File: config.mk
export PLATFORM = sky130hd
export DESIGN_NAME = motion_sequencer
export DESIGN_NICKNAME = d
export VERILOG_FILES = /design/src/rtl/motion_pkg.sv /design/src/rtl/stepper_axis.sv /design/src/rtl/motion_sequencer.sv
export SDC_FILE = /design/constraint.sdc
export NUM_CORES = 1
export LEC_CHECK = 0
export ABC_AREA = 1
export CAP_MARGIN = 0
export CORE_MARGIN = 1
export CORE_UTILIZATION = 58
export DETAILED_ROUTE_END_ITERATION = 16
export PLACE_DENSITY = 0.81
export SLEW_MARGIN = 20
export SYNTH_ARGS = -nofsm -noshare
export SYNTH_HDL_FRONTEND = slang
export SYNTH_SLANG_ARGS = --single-unit
File: constraint.sdc
create_clock -name clk -period 3.4 [get_ports clk]
set_input_delay 0.68 -clock clk [delete_from_list [all_inputs] [get_ports clk]]
set_output_delay 0.68 -clock clk [all_outputs]
set_load 0.01 [all_outputs]
File: src/rtl/motion_pkg.sv
// Shared types and constants for the stepper motion sequencer.
package motion_pkg;

  typedef enum logic [1:0] {
    ST_IDLE   = 2'd0,
    ST_RUN    = 2'd1,
    ST_FINISH = 2'd2
  } state_t;

  typedef enum logic {
    MODE_MOVE = 1'b0,
    MODE_HOME = 1'b1
  } mode_t;

  localparam logic [1:0] STATUS_OK      = 2'b00;
  localparam logic [1:0] STATUS_LIMIT   = 2'b01;
  localparam logic [1:0] STATUS_ABORT   = 2'b10;
  localparam logic [1:0] STATUS_TIMEOUT = 2'b11;

  // Entry n drives coil n; the index wraps 3 <-> 0.
  localparam logic [3:0][3:0] PHASE_TABLE = {4'b1000, 4'b0100, 4'b0010, 4'b0001};

  function automatic logic [3:0] phase_coil(input logic [1:0] idx);
    return PHASE_TABLE[idx];
  endfunction

endpackage

File: src/rtl/stepper_axis.sv
// One stepper axis: period timer, remaining-step counter, phase index,
// limit check and per-command result flags.
module stepper_axis
  import motion_pkg::*;
#(
  parameter int STEPW   = 12,
  parameter int PERIODW = 20
) (
  input  logic               clk,
  input  logic               reset,
  input  logic               load,
  input  logic               kill,
  input  logic               home,
  input  logic               dir_in,
  input  logic [STEPW-1:0]   steps_in,
  input  logic [PERIODW-1:0] step_period,
  input  logic               limit_lo,
  input  logic               limit_hi,
  output logic [3:0]         coil,
  output logic               active,
  output logic               limit_flag,
  output logic               timeout_flag
);

  localparam logic [STEPW-1:0]   ONE_STEP  = STEPW'(1);
  localparam logic [PERIODW-1:0] ONE_CYCLE = PERIODW'(1);

  logic               dir_r;
  logic               home_r;
  logic [STEPW-1:0]   remaining_r;
  logic [PERIODW-1:0] timer_r;
  logic [1:0]         phase_r;

  logic [PERIODW-1:0] period_last_s;
  logic               expire_s;
  logic               at_limit_s;
  logic [1:0]         phase_next_s;

  // Step-instant decode; a zero period behaves as a one-cycle period.
  always_comb begin
    period_last_s = (step_period == '0) ? '0 : (step_period - ONE_CYCLE);
    expire_s      = active && (timer_r == period_last_s);
    at_limit_s    = dir_r ? limit_hi : limit_lo;
    phase_next_s  = dir_r ? (phase_r + 2'd1) : (phase_r - 2'd1);
  end

  // Axis state: kill beats load, load beats stepping.
  always_ff @(posedge clk) begin
    if (reset) begin
      dir_r        <= 1'b0;
      home_r       <= 1'b0;
      remaining_r  <= '0;
      timer_r      <= '0;
      phase_r      <= 2'd0;
      coil         <= phase_coil(2'd0);
      active       <= 1'b0;
      limit_flag   <= 1'b0;
      timeout_flag <= 1'b0;
    end else if (kill) begin
      active      <= 1'b0;
      remaining_r <= '0;
      timer_r     <= '0;
    end else if (load) begin
      home_r       <= home;
      dir_r        <= home ? 1'b0 : dir_in;
      remaining_r  <= home ? '1 : steps_in;
      active       <= home ? 1'b1 : (steps_in != '0);
      timer_r      <= '0;
      limit_flag   <= 1'b0;
      timeout_flag <= 1'b0;
    end else if (expire_s) begin
      timer_r <= '0;
      if (at_limit_s) begin
        // Switch closed in the direction of travel: stop without stepping.
        remaining_r <= '0;
        active      <= 1'b0;
        limit_flag  <= !home_r;
      end else begin
        phase_r     <= phase_next_s;
        coil        <= phase_coil(phase_next_s);
        remaining_r <= remaining_r - ONE_STEP;
        if (remaining_r == ONE_STEP) begin
          active       <= 1'b0;
          timeout_flag <= home_r;
        end else begin
          active <= 1'b1;
        end
      end
    end else if (active) begin
      timer_r <= timer_r + ONE_CYCLE;
    end else begin
      timer_r <= timer_r;
    end
  end

endmodule

File: src/rtl/motion_sequencer.sv
// Multi-axis stepper sequencer: command handshake, FSM, command latch and
// status encoding around NAXES independent stepper_axis instances.
module motion_sequencer
  import motion_pkg::*;
#(
  parameter int NAXES   = 2,
  parameter int STEPW   = 12,
  parameter int PERIODW = 20
) (
  input  logic                     clk,
  input  logic                     reset,
  input  logic                     cmd_valid,
  output logic                     cmd_ready,
  input  logic                     cmd_mode,
  input  logic [NAXES-1:0]         cmd_dir,
  input  logic [NAXES*STEPW-1:0]   cmd_steps,
  input  logic [PERIODW-1:0]       step_period,
  input  logic [NAXES-1:0]         limit_lo,
  input  logic [NAXES-1:0]         limit_hi,
  input  logic                     abort,
  output logic [4*NAXES-1:0]       coil,
  output logic [NAXES-1:0]         axis_active,
  output logic                     busy,
  output logic                     done,
  output logic [1:0]               status
);

  state_t                   state_r;
  mode_t                    mode_r;
  logic [NAXES-1:0]         dir_r;
  logic [NAXES*STEPW-1:0]   steps_r;
  logic                     start_r;

  logic [NAXES-1:0]         limit_flags_s;
  logic [NAXES-1:0]         timeout_flags_s;
  logic                     kill_s;
  logic                     home_s;

  // Abort only acts while running; HOME selection from the latched mode.
  always_comb begin
    kill_s = (state_r == ST_RUN) && abort;
    home_s = (mode_r == MODE_HOME);
  end

  for (genvar i = 0; i < NAXES; i++) begin : g_axis
    stepper_axis #(
      .STEPW   (STEPW),
      .PERIODW (PERIODW)
    ) u_axis (
      .clk          (clk),
      .reset        (reset),
      .load         (start_r),
      .kill         (kill_s),
      .home         (home_s),
      .dir_in       (dir_r[i]),
      .steps_in     (steps_r[i*STEPW +: STEPW]),
      .step_period  (step_period),
      .limit_lo     (limit_lo[i]),
      .limit_hi     (limit_hi[i]),
      .coil         (coil[4*i +: 4]),
      .active       (axis_active[i]),
      .limit_flag   (limit_flags_s[i]),
      .timeout_flag (timeout_flags_s[i])
    );
  end

  // Sequencer FSM with registered handshake, done pulse and status.
  // start_r marks the cycle the axes load, so RUN never sees stale inactivity.
  always_ff @(posedge clk) begin
    if (reset) begin
      state_r   <= ST_IDLE;
      mode_r    <= MODE_MOVE;
      dir_r     <= '0;
      steps_r   <= '0;
      start_r   <= 1'b0;
      cmd_ready <= 1'b1;
      busy      <= 1'b0;
      done      <= 1'b0;
      status    <= STATUS_OK;
    end else begin
      case (state_r)
        ST_IDLE: begin
          done <= 1'b0;
          if (cmd_valid) begin
            mode_r    <= mode_t'(cmd_mode);
            dir_r     <= cmd_dir;
            steps_r   <= cmd_steps;
            start_r   <= 1'b1;
            cmd_ready <= 1'b0;
            busy      <= 1'b1;
            state_r   <= ST_RUN;
          end else begin
            start_r <= 1'b0;
          end
        end
        ST_RUN: begin
          start_r <= 1'b0;
          if (abort) begin
            status  <= STATUS_ABORT;
            done    <= 1'b1;
            state_r <= ST_FINISH;
          end else if (!start_r && (axis_active == '0)) begin
            if (|timeout_flags_s) begin
              status <= STATUS_TIMEOUT;
            end else if (|limit_flags_s) begin
              status <= STATUS_LIMIT;
            end else begin
              status <= STATUS_OK;
            end
            done    <= 1'b1;
            state_r <= ST_FINISH;
          end else begin
            done <= 1'b0;
          end
        end
        ST_FINISH: begin
          done      <= 1'b0;
          cmd_ready <= 1'b1;
          busy      <= 1'b0;
          state_r   <= ST_IDLE;
        end
        default: begin
          start_r   <= 1'b0;
          done      <= 1'b0;
          cmd_ready <= 1'b1;
          busy      <= 1'b0;
          state_r   <= ST_IDLE;
        end
      endcase
    end
  end

endmodule

==> flow_summary.toml <==
[clock_network]
clock_path_buffers = 2
cts_tree = "yes"
clk-insertion-delay-late_ns = 0.43
cts_root_buf = "clkbuf_16"
cts_buffers = 17
htree_num_levels = 4
clock_sinks = 120
cts.clk_slew.worst_paths_ns = 0.06

[floorplan]
core_area_mm2 = 0.01221
start_util_pct = 60.68
ios = 70
die_area_mm2 = 0.01323
fp.dieH_um = 115.0
num_rows = 40
die_w_um = 115.0

[route]
routed.top_layer = "met5"
dr.first_iter.drc_count = 502
met1_length_mm = 8.126
vias = 7602
met2_length_mm = 9.521
wl_met3_mm = 1.193
detail-route-antenna-nets = 0
drc = 0
drt_first_pass_iters = 7
post_drt_wl_per_cell_um = 14.08
totalWireLength_mm = 19.91
viasPerCell = 5.376

[critical_path]
path_max_fanout = 6
worstSetupPathType = "in2reg"
cp.arrival_ns = 3.41
cp.required_ns = 3.72
r2r_cells = 10
cp-end-kind = "flop"
critPathLaunchType = "primary input"

[logic_synthesis]
synth_top_family_by_area = "simple AND/OR/NAND/NOR gates"
yosysTopAreaCellShare_pct = 32.42
yosys.area_share.adder_pct = 2.533
synth_cells = 1150
synth_fp_nets = 1220
async_flop_share_pct = 0
synth_edf_count = 0
yosys_warnings = 0
synth_largest_area_cell = "dfxtp_1"
ys.flop_type = "dfxtp_1"
synth-xor-area-share_pct = 5.556
ys_types = 46
yosysSeqAreaShare_pct = 32.42
synthesis.area_mm2 = 0.007410
ys_seq_elements = 120
synth-simple-area-share_pct = 38.67
synth_top_cells_by_area = "dfxtp_1 32%, nand2_1 12%, nor2_1 11%"
synth_compound_area_share_pct = 11.35
syn_avg_cell_area_um2 = 6.443
yosys-mux-area-fraction_pct = 0.1520

[sta]
setup_viol_count_final = 0
slew_headroom_pct = 44.85
worst_pin_slew_ns = 0.8263
drv_slew = 0
hold_viol_final = 0
rsz0062_at_grt = "false"
clock_skew_ns = 0.007877
finalCritPeriodShare_pct = 91.02
fin_crit_ns = 3.095
max_clock_freq_mhz = 323.1
setup_slack_ns = 0.3053

[global_route]
gr-total-overflow = 0
grt_max_degree = 47
first_global_vias = 7313
grt_pass1_wl_mm = 33.55
grt_use_total_pct = 32.48
antenna_found_initial = 1

[placement]
io_buffers = 69
gp_congestion = 0.9995
place_inst = 1382
place_hpwl_mm = 14.67
pre_cts_ws_ns = -0.06140

[power_and_ir_drop]
p_per_area_mw_per_mm2 = 441.8
swShare_pct = 27.16
fin_total_pwr_mw = 3.998
seqPwrFrac_pct = 38.0
leakagePower_nw = 3.798
clkPwrFrac_pct = 46.4
ir_worst_vdd_uv = 374.6
p_sw_mw = 1.086
p_comb_share_pct = 15.6
internal_power_mw = 2.912

[min_path]
min_path_cells = 2
hold_class = "reg2reg"

[final_layout]
nNetsFinal = 1304
layout_common_cells = "238 x nand2_1, 219 x nor2_1, 123 x inv_1"
num_antenna_cells = 0
area_growth_pct = 22.12
drive_gt1_share_pct = 8.828
layout.cells.non_filler = 1414
final_common_cell = "nand2_1"

[outcome]
outcome = "finished, final reports clean"

[job]
cap_violations = 0
routing by layer:
layer | vias to the layer above | track usage, %
met1 | 3375 | 36.33
met2 | 262 | 55.38
met5 | - | 0
li1 | 3883 | -
met3 | 80 | 7.802
met4 | 2 | 21.04
stage by stage:
stage / area, um^2 / TNS, ns / hold slack (ns) / utilization, %
6_report: 9049 / 0 / 0.4460 / 74.10
5_1_grt: 9049 / 0 / 0.4869 / 74.10
4_1_cts: 9039 / 0 / 0.4528 / 74.02
3_5_place_dp: 8436 / -0.1506 / 0.4422 / 69.08
3_3_place_gp: 8436 / -0.02579 / 0.4291 / 69.08
2_1_floorplan: 7410 / 0 / 0.4502 / -
power groups by stage:
stage                     registers [mW]  clock network [mW]  logic [mW]
final                               1.52                1.85       0.624
after global routing                1.53                1.93       0.704
after CTS                           1.52                1.87       0.621
after detailed placement            1.55                   0       0.612
after global placement              1.55                   0       0.608
after floorplan                     1.53                   0       0.410
registers in the layout (all words and copies together), names as in the netlist:
register	flops
g_axis.u_axis.phase_r	4
busy	1
home_s	1
start_r	1
g_axis.u_axis.limit_flag	2
steps_r	24
g_axis.u_axis.timeout_flag	2
g_axis.u_axis.active	2
state_r	2
g_axis.u_axis.dir_r	2
cmd_ready	1
g_axis.u_axis.coil	8
g_axis.u_axis.remaining_r	24
done	1
dir_r	2
status	2
g_axis.u_axis.home_r	1
g_axis.u_axis.timer_r	40
cell type report:
class / instances / area, um^2
multi-input cells: 865 / 4317
fillers: 1046 / 3163
flip-flops and latches: 120 / 2402
repair buffers: 104 / 1044
inverters: 126 / 473.0
clock buffers: 20 / 456.7
well taps: 168 / 210.2
clock inverters: 11 / 146.4
cell families after synthesis:
| family | after synthesis |
|---|---|
| AOI/OAI and AO/OA | 155 |
| xor gates and xnor gates | 47 |
| adders and majority gates | 15 |
| buffers and inverters | 165 |
| DFF | 120 |
| muxes | 1 |
| and+or+nand+nor | 647 |
worst max-delay path, stage by stage:
cell and delay, ns:
clkdlybuf4s50_1 0.43, inv_1 0.07, ha_1 0.21, nand2_4 0.12, nor2_8 0.14, buf_4 0.14
xor2_1 0.34, nand2_1 0.15, nand2_1 0.10, nand3_1 0.07, nor2_1 0.10, nand2_1 0.07
nor2_2 0.13, nand3_4 0.14, nor2_1 0.17, nand2_1 0.13, nor2_1 0.14, nor2_1 0.06
synthesized netlist by cell type (8+ instances only):
library cell	number
dfxtp_1	120
nand2_1	238
nor4_1	13
clkbuf_1	24
nand3_1	81
ha_1	15
nand2_2	13
o21ai_0	80
nor2_1	219
nand4_1	26
a21oi_1	48
a21oi_2	8
nor3_1	26
xnor2_1	12
xor2_1	35
inv_1	123
path summary, 6_finish.rpt:
kind / startpoint / to / slack [ns]
hold reg to reg: cmd_ready / cmd_ready / 0.45
hold / removal: cmd_ready / cmd_ready / 0.45
setup reg to reg: g_axis[0].u_axis.timer_r[0] / g_axis[0].u_axis.timer_r[19] / 1.28
setup / recovery: step_period[1] / g_axis[0].u_axis.coil[2] / 0.31
repair_timing:
item                       in CTS  in global routing
gates resized for setup         0                  1
hold buffers                    0                  0
buffers inserted                0                  1
setup endpoints to repair       0                 13
Note: power is estimated with default switching activity, not from simulation.
